## config.mk

```make
export PLATFORM = sky130hd
export DESIGN_NAME = gate_event_encoder
export DESIGN_NICKNAME = d
export VERILOG_FILES = /design/src/rtl/parking_pkg.sv /design/src/rtl/beam_debouncer.sv /design/src/rtl/gate_event_encoder.sv
export SDC_FILE = /design/constraint.sdc
export NUM_CORES = 1
export LEC_CHECK = 0
export CAP_MARGIN = 20
export CORE_MARGIN = 3
export CORE_UTILIZATION = 53
export DETAILED_ROUTE_END_ITERATION = 8
export GPL_TIMING_DRIVEN = 0
export HOLD_SLACK_MARGIN = 0.05
export PLACE_DENSITY = 0.7
export SLEW_MARGIN = 20
export SYNTH_ARGS = -nofsm -noshare
export SYNTH_HDL_FRONTEND = slang
export SYNTH_HIERARCHICAL = 1
export SYNTH_SLANG_ARGS = --single-unit
```

## constraint.sdc

```tcl
create_clock -name clk -period 5 [get_ports clk]
set_clock_uncertainty 0.15 [all_clocks]
set_input_delay 1 -clock clk [delete_from_list [all_inputs] [get_ports clk]]
set_output_delay 1 -clock clk [all_outputs]
set_load 0.03 [all_outputs]
```

## src/rtl/parking_pkg.sv

```systemverilog
// rtl/parking_pkg.sv - shared types and default timing constants for the gate sensor path
package parking_pkg;

  typedef enum logic [3:0] {
    IDLE,
    IN_A,
    IN_AB,
    IN_B,
    EMIT_IN,
    OUT_B,
    OUT_BA,
    OUT_A,
    EMIT_OUT
  } state_t;

  localparam int DEBOUNCE_DEF = 16;
  localparam int TIMEOUT_DEF  = 1000;
  localparam int HOLD_DEF     = 4;

  typedef logic [1:0] slot_t;

endpackage

```

## src/rtl/beam_debouncer.sv

```systemverilog
// rtl/beam_debouncer.sv - 2-flop synchroniser followed by a stable-count debouncer for one IR beam
module beam_debouncer
  import parking_pkg::*;
#(
  parameter int DEBOUNCE = DEBOUNCE_DEF
) (
  input  logic clk,
  input  logic rst,
  input  logic raw,
  output logic deb
);

  localparam int CW = $clog2(DEBOUNCE + 1);

  logic          sync1;
  logic          sync2;
  logic [CW-1:0] cnt;

  // The count only runs while the synced value disagrees with deb, so it never exceeds DEBOUNCE-1.
  always_ff @(posedge clk) begin
    if (rst) begin
      sync1 <= 1'b0;
      sync2 <= 1'b0;
      deb   <= 1'b0;
      cnt   <= '0;
    end else begin
      sync1 <= raw;
      sync2 <= sync1;
      if (sync2 == deb) begin
        cnt <= '0;
      end else if (cnt == CW'(DEBOUNCE - 1)) begin
        deb <= sync2;
        cnt <= '0;
      end else begin
        cnt <= cnt + CW'(1);
      end
    end
  end

endmodule

```

## src/rtl/gate_event_encoder.sv

```systemverilog
// rtl/gate_event_encoder.sv - turns two gate beams and a slot selector into entry/exit sensor pulses
module gate_event_encoder
  import parking_pkg::*;
#(
  parameter int DEBOUNCE = DEBOUNCE_DEF,
  parameter int TIMEOUT  = TIMEOUT_DEF,
  parameter int HOLD     = HOLD_DEF
) (
  input  logic       clk,
  input  logic       rst,
  input  logic       beam_outer,
  input  logic       beam_inner,
  input  logic [1:0] slot_sel,
  output logic       entry_sensor,
  output logic       exit_sensor,
  output logic [1:0] switch,
  output logic       event_busy,
  output logic       abort_pulse
);

  localparam int TW = $clog2(TIMEOUT + 1);
  localparam int HW = $clog2(HOLD + 1);

  logic          o;
  logic          i;
  slot_t         slot_s1;
  slot_t         slot_s2;
  state_t        state;
  state_t        next_state;
  logic [TW-1:0] timer;
  logic [HW-1:0] hold_cnt;
  logic          tracking;
  logic          emitting;
  logic          abort_next;

  beam_debouncer #(.DEBOUNCE(DEBOUNCE)) u_deb_outer (
    .clk (clk),
    .rst (rst),
    .raw (beam_outer),
    .deb (o)
  );

  beam_debouncer #(.DEBOUNCE(DEBOUNCE)) u_deb_inner (
    .clk (clk),
    .rst (rst),
    .raw (beam_inner),
    .deb (i)
  );

  always_comb begin
    next_state = state;
    abort_next = 1'b0;
    tracking   = state inside {IN_A, IN_AB, IN_B, OUT_B, OUT_BA, OUT_A};
    emitting   = (state == EMIT_IN) || (state == EMIT_OUT);
    case (state)
      IDLE: begin
        if (o && !i)      next_state = IN_A;
        else if (!o && i) next_state = OUT_B;
      end
      IN_A: begin
        if (o && i) begin
          next_state = IN_AB;
        end else if (!o && !i) begin
          next_state = IDLE;
          abort_next = 1'b1;
        end
      end
      IN_AB: begin
        if (!o && i)      next_state = IN_B;
        else if (o && !i) next_state = IN_A;
      end
      IN_B: begin
        if (!o && !i)    next_state = EMIT_IN;
        else if (o && i) next_state = IN_AB;
      end
      OUT_B: begin
        if (o && i) begin
          next_state = OUT_BA;
        end else if (!o && !i) begin
          next_state = IDLE;
          abort_next = 1'b1;
        end
      end
      OUT_BA: begin
        if (o && !i)      next_state = OUT_A;
        else if (!o && i) next_state = OUT_B;
      end
      OUT_A: begin
        if (!o && !i)    next_state = EMIT_OUT;
        else if (o && i) next_state = OUT_BA;
      end
      EMIT_IN, EMIT_OUT: begin
        if (hold_cnt == HW'(HOLD - 1)) next_state = IDLE;
      end
      default: next_state = IDLE;
    endcase
    // A stalled passage is abandoned even if a beam change arrives on the same cycle.
    if (tracking && timer == TW'(TIMEOUT - 1)) begin
      next_state = IDLE;
      abort_next = 1'b1;
    end
  end

  always_ff @(posedge clk) begin
    if (rst) begin
      state        <= IDLE;
      timer        <= '0;
      hold_cnt     <= '0;
      slot_s1      <= '0;
      slot_s2      <= '0;
      switch       <= '0;
      entry_sensor <= 1'b0;
      exit_sensor  <= 1'b0;
      event_busy   <= 1'b0;
      abort_pulse  <= 1'b0;
    end else begin
      state   <= next_state;
      slot_s1 <= slot_sel;
      slot_s2 <= slot_s1;
      if (next_state != state)  timer <= '0;
      else if (tracking)        timer <= timer + TW'(1);
      if (next_state != state)  hold_cnt <= '0;
      else if (emitting)        hold_cnt <= hold_cnt + HW'(1);
      if (state == IDLE && (next_state == IN_A || next_state == OUT_B)) switch <= slot_s2;
      entry_sensor <= (next_state == EMIT_IN);
      exit_sensor  <= (next_state == EMIT_OUT);
      event_busy   <= (next_state != IDLE);
      abort_pulse  <= abort_next;
    end
  end

endmodule

```

# Word-level counts from Yosys, hierarchy flattened
# Index checks and enable logic that the tools add are counted.
dict set report totals {
  inputBits 6
  wordCells 82
  out_inout_bits 6
  register_bits 43
}
dict set report classes {
  add_sub_neg 4
  muxes 19
  bitwise_logic 2
  n_eq_ne 19
  n_reduce_logical 20
}
# cell n
set ops {}
lappend ops {{4-bit two-way mux} 14}
lappend ops {{4-bit one-hot mux with 8 select lines} 1}
lappend ops {{4-bit by 3-bit == test with 1-bit output, second input constant} 6}
lappend ops {{10-bit by 1-bit adder with 10-bit output, second input constant} 1}
lappend ops {{5-bit by 1-bit adder with 5-bit output, second input constant} 2}
lappend ops {{10-bit == test, second input constant} 1}
lappend ops {{5-bit by 4-bit == test with 1-bit output, second input constant} 2}
lappend ops {{4-bit by 1-bit == test with 1-bit output, second input constant} 2}
lappend ops {{4-bit by 2-bit == test with 1-bit output, second input constant} 2}
lappend ops {{4-bit == test, second input constant} 2}
lappend ops {{1-bit logical AND} 6}
lappend ops {{6-bit nonzero test} 1}
lappend ops {{2-bit OR reduction} 3}
lappend ops {{3-bit OR reduction} 2}
lappend ops {{4-bit zero test} 1}
lappend ops {{1-bit two-way mux} 4}
lappend ops {{4-bit != test} 1}
lappend ops {{2-bit AND reduction} 2}
lappend ops {{4-bit nonzero test} 1}
lappend ops {{3-bit by 1-bit adder with 3-bit output, second input constant} 1}
lappend ops {{3-bit by 2-bit == test with 1-bit output, second input constant} 1}
lappend ops {{1-bit == test} 2}
lappend ops {{1-bit zero test} 2}
lappend ops {{1-bit logical OR} 2}
lappend ops {{1-bit inverter} 2}

# Depth between registers and ports, before layout
# Gate-level depths: netlist (run 1).
dict set report depth {
  word_depth 9
  depth_mapped 8
  ltp_nobuf 7
}

# Hierarchy
# The synthesis (run 1) kept the hierarchy.
# mod seq_area_each_um2 cells_per_inst n_inst area_per_inst_um2
set modules_own_cells {}
lappend modules_own_cells {gate_event_encoder 540.5 147 1 1448.9}
lappend modules_own_cells {beam_debouncer 160.2 27 2 286.5}

# Least setup slack after synthesis (run 1)
# Ideal clock, no wire load.
dict set report synth_timing {
  path_type {reg2reg}
  startpoint {register timer[0]}
  endpoint {register timer[0]}
  period_less_slack_ns 1.966
  slack_ns 3.034
  path_stages_with_launch 9
  n_path_buf 2
  required_time_ns 4.734
  arrival_ns 1.700
  setup_time_ns 0.116
  path_cell_list {dfxtp_1 ha_1 and4bb_1 and4_4 buf_6 nor3b_4 xor2_2 buf_6 nor3_2}
}
dict set report synth_between {
  elab_chain_len 5
  elab_cells_between_ends 6
  cone_classes {1 x add/sub; 2 x eq/ne; 1 x mux; 2 x reduce/logical}
}
# element line_no
set synth_rtl {}
lappend synth_rtl {{start: declaration} gate_event_encoder.sv:30} ;# logic [TW-1:0] timer;
lappend synth_rtl {{start signal: assignment} gate_event_encoder.sv:121} ;# else if (tracking) timer <= timer + TW'(1);
lappend synth_rtl {{10-bit == test} gate_event_encoder.sv:98} ;# if (tracking && timer == TW'(TIMEOUT - 1)) begin
lappend synth_rtl {{1-bit logical AND} gate_event_encoder.sv:98}
lappend synth_rtl {{4-bit two-way mux} gate_event_encoder.sv:98}
lappend synth_rtl {{4-bit != test} gate_event_encoder.sv:120} ;# if (next_state != state) timer <= '0;
lappend synth_rtl {{2-bit OR reduction (no source line)} --}
# Several ways; a longest one is shown, not always the timed one.
# A chain may end at the register's enable or synchronous reset.

# Worst setup path in the final report (run 1)
dict set report layout_timing {
  startpoint {register switch[0]}
  endpoint {output port switch[0]}
}
# element line_no
set layout_rtl {}
lappend layout_rtl {{start: declaration} gate_event_encoder.sv:16} ;# output logic [1:0] switch,
lappend layout_rtl {{start signal: assignment} gate_event_encoder.sv:124} ;# if (state == IDLE && (next_state == IN_A || next_state == OUT_B)) switch <= slot_s2;
# No word-level cell between the ends.

==> key figures, run 1 <==
STA
  – Sum of negative setup slack: 0 ps
  – Slew HR: around three fifths
  – Fmax: between 0.4 and 0.5 GHz
  – Min Hold Slack: between 200 and 300 ps
  – Fin crit period: 2470 ps
  – Final Max Tran Viols: 0
  – Finish-stage setup viols: 0
  – Worst-Margin Slew: 571 ps
  – Fin crit share: 49.4%
  – Endpoints failing hold: 0
  – Unrepaired setup endpoints after global routing: false

Logic synthesis
  – Top cells by area, synth: dfxtp_1, nor3_2, ha_1
  – Top-count cell post-synth: dfxtp_1
  – Post-synth top cells: dfxtp_1, nor2_1, nor2b_1
  – Post-synthesis sequential area ratio: 42.6%
  – Synth unique cells: 47
  – Main synth FF type: dfxtp_1
  – Post-Syn Instances: around 200
  – #FFs+latches synth: between 40 and 50
  – Area leader, netlist: dfxtp_1
  – Mean Syn Cell Area: roughly 10 um2
  – YS warnings: 6
  – Yosys top cell area share: between 40% and 50%
  – Asr flop ratio synth: 0%
  – Post-synth EDFFs: 0
  – Synthesized cell area: between 2000 and 2500 um2
  – Mapped Nets: roughly 210

CTS
  – Postcts setup bufs: 0
  – Hold buffer count at CTS: 0
  – Clock-pin slew on the worst setup and hold paths: around 80 ps
  – Clock sink total: 43
  – Total CTS buffers: 5
  – CTS max path bufs: 2
  – H-Tree Depth: 2
  – Clk root buf: clkbuf_8
  – Clk_lat worst skew: approximately 290 ps
  – CTS tree: yes
  – PostCTS Resize Cnt: 0

Pwr
  – Combinational share of power: 2.6%
  – Switching power: 0.000119 W
  – Leakage: ~0.89 nW
  – Switching share of power: a little under a fifth
  – Flop pwr share: between 50% and 60%
  – Cell Int Power: about 0.00052 W
  – Peak supply drop: roughly 210 uV
  – Power density cells: 275 nW/um2
  – Clk pwr share: 42.7%

Final layout
  – Area grow syn2layout: 14.1%
  – Final instance count without filler cells: between 200 and 300
  – Antenna Cells: 0
  – Layout cells sized above 1: 16.4%
  – Nets: 232

Placed design
  – Cells after DPL: approximately 260
  – Port bufs: 11
  – RePlAce Congestion: around 0.92
  – DPL Wire Length: 2480 um

Route
  – Vias: between 1000 and 1500
  – Pre-antenna DRT Iters: 4
  – Starting DRT DRC Count: 53
  – Wire per inst: around 13 um
  – Post-DRT Antenna Nets: 0
  – Detailed-route DRC error count: 0
  – Total Routed Length: approximately 3400 um
  – Via-to-Cell Ratio: between 5 and 6

Hold path
  – Startpoint of the worst hold path: slot_s1[0]
  – Hold EP: slot_s2[0]
  – Type of the worst min-delay path: register to register
  – Hold Path Depth: 1

Setup path
  – FF-to-FF End: timer[4]
  – FF-to-FF setup slack: approximately 2800 ps
  – Worst setup EP type: primary output
  – Crit Path Class: register to primary output
  – CP Cell Sequence: clkdlybuf4s50_1
  – CP peak stage delay: about 680 ps
  – Worst EP arrival: around 1300 ps
  – Reg-to-Reg Start: timer[0]
  – Nature of the critical path startpoint: register
  – Worst Path Required: 3850 ps
  – CP max-delay cell: clkdlybuf4s50_1
  – R2R cell count: 8
  – Crit path buffers/inverters: 1
  – CP Max Fanout: 2
  – Crit-path leading delay family: buffers and inverters

Global route
  – Largest net degree at the start of global routing: 14
  – Global-route wire length before repair: 6200 um
  – Initial antenna violation count: 0
  – Total global routing overflow: 0
  – Vias in the first global route: roughly 1400
  – Total track usage: roughly 18%

Run status
  – Status: complete, no violations

Run
  – Max Cap Viol: 0

Floorplan
  – # rows: 21
  – Initial Utilization: just under 60%
  – Die Wd: 67.8 um
  – I/O Pins: 12
  – Die height: just under 70 um
  – Die area: roughly 4600 um2
  – Core ar.: ~3500 um2
worst max path at each step:
stage | start | endpoint | slack (ps) | depth (start not counted)
after global routing | rst | entry_sensor | 2450 | 5
after detailed placement | rst | timer[7] | 2250 | 5
after floorplan | timer[0] | timer[0] | 3030 | 8
after global placement | rst | timer[2] | 2280 | 6
after CTS | switch[0] | switch[0] | 2510 | 1
final | switch[0] | switch[0] | 2530 | 1
power groups by stage:
stage | logic (W) | clock network (W) | registers (W)
floorplan | 0.00000963 | 0 | 0.000355
global placement | 0.0000160 | 0 | 0.000355
detailed placement | 0.0000164 | 0 | 0.000355
CTS | 0.0000165 | 0.000279 | 0.000347
global route | 0.0000181 | 0.000292 | 0.000347
finish | 0.0000163 | 0.000271 | 0.000347
cells by family (layout without fill, tap and decap cells):
family                   after synthesis  count (layout)  synth area share (%)
AND/OR/NAND/NOR                       89              89                  28.7
flip-flops                            43              43                  42.6
AO/OA/AOI/OAI                         22              22                  8.42
XOR/XNOR                              17              17                  7.74
buffers and inverters                 17              36                  5.32
adder cells (fa/ha/maj)                7               7                  4.33
multiplexers                           6               6                  2.97
registers in the layout, indices dropped and copies added, names as in the netlist, 2 cells and up:
signal / flops
slot_s1: 2
timer: 10
u_deb_outer/cnt: 5
u_deb_inner/cnt: 5
slot_s2: 2
state: 4
hold_cnt: 3
switch: 2
placed cells by master, fill, tap and decap left out, types with 5 or more instances in the layout:
cell type        count
dfxtp_1             43
nor2_1              22
nor2b_1             12
clkdlybuf4s50_1     11
nor3_2              10
xor2_1               9
inv_1                7
xnor2_1              7
ha_1                 7
nand4_1              6
nor3_1               6
mux2i_1              6
clkbuf_8             6
buf_6                5
nand2_1              5
a21oi_1              5
and3_1               5
final cells by class:
| class | count | area, um2 |
|---|---|---|
| clock inverters | 2 | 35.0 |
| flip-flops and latches | 43 | 861 |
| plain buffers | 10 | 81.3 |
| inverters | 7 | 26.3 |
| multi-input cells | 141 | 1050 |
| fillers | 272 | 1190 |
| well taps | 46 | 57.6 |
| repair buffers | 11 | 110 |
| clock buffers | 6 | 82.6 |
routing by layer:
metal / global-route usage, % / vias up / routed length [um]
met2: 28.3 / 22 / 1540
met1: 23.0 / 657 / 1700
met5: 0 / - / 0
met4: 6.84 / 0 / 33
li1: - / 729 / -
met3: 4.33 / 7 / 133
metrics by stage:
stage | total power [W] | setup WS, ps | instance area, um2 | utilization (%)
floorplan | 0.000364 | 3030 | 2020 | -
global placement | 0.000371 | 2280 | 2190 | 62.7
detailed placement | 0.000371 | 2250 | 2190 | 62.7
CTS | 0.000643 | 2510 | 2310 | 66.0
global route | 0.000657 | 2450 | 2310 | 66.0
finish | 0.000634 | 2530 | 2310 | 66.0
(Power assumes the default switching activity.)
==> inputs of run 2 (changes only) <==
- clock period: 5 -> 2.4 ns (I/O delays scaled with it)
==> results of run 2 <==
Same layout as run 1 (identical final DEF). Status: complete, no violations.
Among the figures that moved: setup slack after placement 2250 ps -> 171 ps; setup slack after layout 2530 ps -> 245 ps; start point of the critical path switch[0] -> timer[0]; end point of the critical path switch[0] -> timer[4]; register-to-register setup slack 2840 ps -> 240 ps; total power 0.000634 W -> 0.00132 W; worst IR drop on VDD 210 uV -> 438 uV
